File: config.mk
export PLATFORM = sky130hd
export DESIGN_NAME = move_scan_encoder
export DESIGN_NICKNAME = d
export VERILOG_FILES = /design/src/rtl/move_scan_encoder.sv
export SDC_FILE = /design/constraint.sdc
export NUM_CORES = 1
export LEC_CHECK = 0
export CELL_PAD_IN_SITES_DETAIL_PLACEMENT = 1
export CELL_PAD_IN_SITES_GLOBAL_PLACEMENT = 2
export CORE_MARGIN = 2
export CORE_UTILIZATION = 25
export DETAILED_ROUTE_END_ITERATION = 12
export PLACE_DENSITY_LB_ADDON = 0.1
export RECOVER_POWER = 50
export SLEW_MARGIN = 20
export SYNTH_ARGS = -nofsm -noshare
export SYNTH_HDL_FRONTEND = slang
export SYNTH_SLANG_ARGS = --single-unit
File: constraint.sdc
create_clock -name Clock -period 7.2 [get_ports Clock]
set_clock_uncertainty 0.2 [all_clocks]
set_input_delay 0.72 -clock Clock [delete_from_list [all_inputs] [get_ports Clock]]
set_output_delay 0.72 -clock Clock [all_outputs]
set_load 0.01 [all_outputs]
File: src/rtl/move_scan_encoder.sv
// Keyboard emulator: queues key press/release events and emits the matching
// scan-code byte stream (release = F0 then code), paced by a fixed idle gap.
module move_scan_encoder #(
    parameter int GAP_CYCLES = 4,
    parameter int QDEPTH     = 4
) (
    input  logic       Clock,
    input  logic       Reset,
    input  logic       key_valid,
    input  logic [2:0] key_id,
    input  logic       key_release,
    output logic [7:0] data,
    output logic       data_en,
    output logic       Ready,
    output logic       Overflow,
    output logic       Error
);
    localparam int CNT_W = $clog2(GAP_CYCLES + 1);
    localparam int PTR_W = $clog2(QDEPTH);
    localparam int QCNT_W = $clog2(QDEPTH + 1);

    typedef enum logic {IDLE, GAP} state_t;

    state_t            state, state_n;
    logic [CNT_W-1:0]  cnt, cnt_n;
    logic              pend, pend_n;
    logic [7:0]        code, code_n;
    logic [7:0]        data_n;
    logic              data_en_n;

    logic [3:0]        q_mem [QDEPTH];
    logic [PTR_W-1:0]  rd_ptr, wr_ptr;
    logic [QCNT_W-1:0] q_count;
    logic [3:0]        head;
    logic              id_ok, q_full, pop, push;

    function automatic logic [7:0] scan_code(input logic [2:0] id);
        case (id)
            3'd0:    scan_code = 8'h1D;
            3'd1:    scan_code = 8'h1B;
            3'd2:    scan_code = 8'h1C;
            3'd3:    scan_code = 8'h23;
            3'd4:    scan_code = 8'h35;
            default: scan_code = 8'h00;
        endcase
    endfunction

    assign id_ok  = (key_id <= 3'd4);
    assign q_full = (q_count == QCNT_W'(QDEPTH));
    assign Ready  = !q_full;
    assign head   = q_mem[rd_ptr];
    // Pop happens before push, so a full queue still accepts an event on a pop cycle.
    assign pop    = (state == IDLE) && (q_count != '0);
    assign push   = key_valid && id_ok && (!q_full || pop);

    always_ff @(posedge Clock) begin
        if (push) q_mem[wr_ptr] <= {key_release, key_id};
    end

    always_ff @(posedge Clock or posedge Reset) begin
        if (Reset) begin
            rd_ptr   <= '0;
            wr_ptr   <= '0;
            q_count  <= '0;
            Overflow <= 1'b0;
            Error    <= 1'b0;
        end else begin
            if (pop)  rd_ptr <= rd_ptr + 1'b1;
            if (push) wr_ptr <= wr_ptr + 1'b1;
            case ({push, pop})
                2'b10:   q_count <= q_count + 1'b1;
                2'b01:   q_count <= q_count - 1'b1;
                default: q_count <= q_count;
            endcase
            Overflow <= key_valid && id_ok && q_full && !pop;
            Error    <= key_valid && !id_ok;
        end
    end

    always_ff @(posedge Clock or posedge Reset) begin
        if (Reset) begin
            state   <= IDLE;
            cnt     <= '0;
            pend    <= 1'b0;
            code    <= 8'h00;
            data    <= 8'h00;
            data_en <= 1'b0;
        end else begin
            state   <= state_n;
            cnt     <= cnt_n;
            pend    <= pend_n;
            code    <= code_n;
            data    <= data_n;
            data_en <= data_en_n;
        end
    end

    always_comb begin
        state_n   = state;
        cnt_n     = cnt;
        pend_n    = pend;
        code_n    = code;
        data_n    = data;
        data_en_n = 1'b0;
        case (state)
            IDLE: begin
                if (pop) begin
                    data_n    = head[3] ? 8'hF0 : scan_code(head[2:0]);
                    data_en_n = 1'b1;
                    pend_n    = head[3];
                    code_n    = scan_code(head[2:0]);
                    cnt_n     = CNT_W'(GAP_CYCLES);
                    state_n   = GAP;
                end
            end
            GAP: begin
                // The strobe cycle itself is not an idle cycle; counting starts after it.
                if (!data_en) begin
                    if (cnt == CNT_W'(1)) begin
                        if (pend) begin
                            data_n    = code;
                            data_en_n = 1'b1;
                            pend_n    = 1'b0;
                            cnt_n     = CNT_W'(GAP_CYCLES);
                        end else begin
                            state_n = IDLE;
                        end
                    end else begin
                        cnt_n = cnt - 1'b1;
                    end
                end
            end
            default: state_n = IDLE;
        endcase
    end
endmodule

==> out/results.ini <==
[run_status]
status=finished with violations
violations=capacitance limit, slew limit

[sta]
relSlewSlack_pct=-4.38
fmax_mhz=323
setup_viol=0
tightest_slew_ns=1.57
slew_viol_final=29
period_share_pct=42.9
min_period_ns=3.09
grt_setup_unrepaired=no
hold_viol=0
setup_tns_ns=0

[die]
die-height_um=93.1
die_w_um=93.1
start_util_pct=25.7
die_area_mm2=0.00867
io_pins=19
rows=32
core_mm2=0.00773

[placed_design]
post-dp-hpwl_mm=3.04
place_area_mm2=0.00228
place.gp.congestion=0.689
numPortBuffers=18

[synthesis]
synth_top_area_share_pct=35.3
syn_inst=148
synth_commonest_cells=dfrtp_1 (28), edfxtp_1 (16), inv_1 (15)
synth_area_mm2=0.00198
ys_warn_count=0
syn-num-nets=163
synth.most_common_cell=dfrtp_1
synthFlopType=dfrtp_1
yosysTopAreaCell=dfrtp_1
synth.distinct_cells=37
ys_top_cells_by_area=dfrtp_1 (35%), edfxtp_1 (24%), mux2_2 (5.7%), ha_1 (4.4%), mux4_2 (3.4%)
async_flop_share_pct=63.6
synth-seq-cells=44
yosysSeqAreaShare_pct=59.5
synth.avg_cell_area_um2=13.4
synth-edff-count=16

[clock_tree]
clockBufferDepth=2
numCtsBuffers=5
clock-sinks=44
cts_setup_buffers=0
cts_root_buf=clkbuf_8
postCtsHoldBufs=0
insertion_delay_ns=0.29
cts-htree-levels=2
cts.clk_slew.worst_paths_ns=0.09
cts_tree=yes
postCtsResizedCells=0

[final_layout]
stdcell_area_mm2=0.00238
drive_above_1_share_pct=14.5
n_antenna_cell=0
final_net_count=186
area_growth_pct=20.2

[global_routing]
grt_overflow_total=0
antenna_found_initial=0
grt_max_degree=29
grt_pass1_vias=1314
grt_pass1_wl_mm=6.94
gr-usage-all-layers_pct=10.9

[setup_path]
start_kind=input port
cp_cell_sequence=dlygate4sd3_1, o21ai_0, nand2_1, a31oi_1, inv_1, ha_1, inv_1, fa_1, xor2_1, nor2_1, xor2_1
endpoint_kind=flip-flop
critPathMaxStageDelay_ns=0.60
required_ns=7.18
crit_fanout=7
worst_path_max_delay_cell=dlygate4sd3_1
crit_type=in -> reg
worstPathArrival_ns=3.08

[route]
postRouteAntennaNets=0
routed_wl_mm=4.06
drc_errors=0
vias=1168
drtPass1Iterations=4
drt_iter0_markers=18
vias_per_cell=4.26
wl_per_cell_um=14.8

[power]
power.density_mw_per_mm2=427
leakage_nw=0.970
irDropWorstVdd_mv=0.0868

[flow_run]
cap_violations=1

[worst_hold_path]
hold_path.class=reg -> reg

where the power goes:
group	total, mW	internal, mW	switching [mW]	leakage (nW)
registers	0.419	0.348	0.0710	0.482
clock network	0.194	0.105	0.0896	0.0583
logic	0.405	0.208	0.197	0.429
total	1.02	0.660	0.358	0.970
flip-flops by register name, indices dropped and copies added, names as in the netlist:
register  flops
q_count       3
q_mem        16
Error         1
wr_ptr        2
Overflow      1
rd_ptr        2
pend          1
cnt           3
state         1
data_en       1
code          6
data          7
critical path, delay by kind of cell:
kind	cells	cell delay, ns
compound gates	2	0.72
buf+inv	3	0.77
xor+xnor	2	0.29
fa+ha+maj	2	0.39
simple gates	2	0.18
through the flow:
stage               hold WS [ns]  instances  utilization (%)  setup slack [ns]  power (mW)
floorplan                  0.256        148                -              4.70       0.708
global placement           0.273        266             29.5              4.00       0.831
detailed placement         0.276        266             29.5              3.87       0.849
CTS                        0.303        274             31.0              4.19        1.05
global route               0.329        274             30.9              3.79        1.11
finish                     0.297        274             30.9              4.11        1.02
metal layers:
layer  part of all wire, %  track usage [%]  up-vias
met4                   1.2             4.04        0
li1                      -                -      561
met3                   2.7             3.14        4
met2                    50             18.2       19
met1                    46             13.3      584
met5                     0                0        -
cell usage in the layout (no fill, tap or decap), drive strengths merged, types with 2 or more instances in the layout:
cell type      synthesis  final
a21oi                  6      6
a22o                   4      4
a31oi                  2      2
and2                   4      4
clkbuf                 1      7
clkdlybuf4s50          0     13
clkinv                 1      3
dfrtp                 28     28
dlygate4sd3            0      5
edfxtp                16     16
ha                     7      7
inv                   15     15
mux2                  10     10
mux2i                  2      2
mux4                   4      4
nand2                  5      5
nand2b                 3      3
nor2                  11     11
nor3                   4      4
o21ai                  4      4
o31ai                  2      2
xnor2                  3      3
xor2                   3      3
worst paths after layout:
check / startpoint / endpoint / depth (start not counted) / slack [ns]
max: key_id[1] / q_count[2] / 11 / 4.11
min: cnt[1] / cnt[1] / 1 / 0.30
max reg2reg: q_count[0] / data[1] / 6 / 4.61
min reg2reg: cnt[1] / cnt[1] / 1 / 0.30
max in group asynchronous: Reset / rd_ptr[0] / 3 / 4.70
min in group asynchronous: Reset / Overflow / 3 / 1.20
cells by family after synthesis:
kind of cell             Yosys count  synth area share (%)
AND/OR/NAND/NOR                   29                  7.38
AO/OA/AOI/OAI                     24                  8.70
adder cells (fa/ha/maj)            9                  5.99
multiplexers                      16                  11.4
buffers and inverters             20                  4.35
XOR/XNOR                           6                  2.65
flip-flops                        44                  59.5
cell type report:
class	count	area, µm²
fill	819	5340
sequential	44	1180
multi-input combinational	84	712
timing repair buffer	20	188
tap	102	128
clock buffer	5	68.8
inverter	16	60.1
clock inverter	3	47.5
Power figures use the tool's default switching activity.
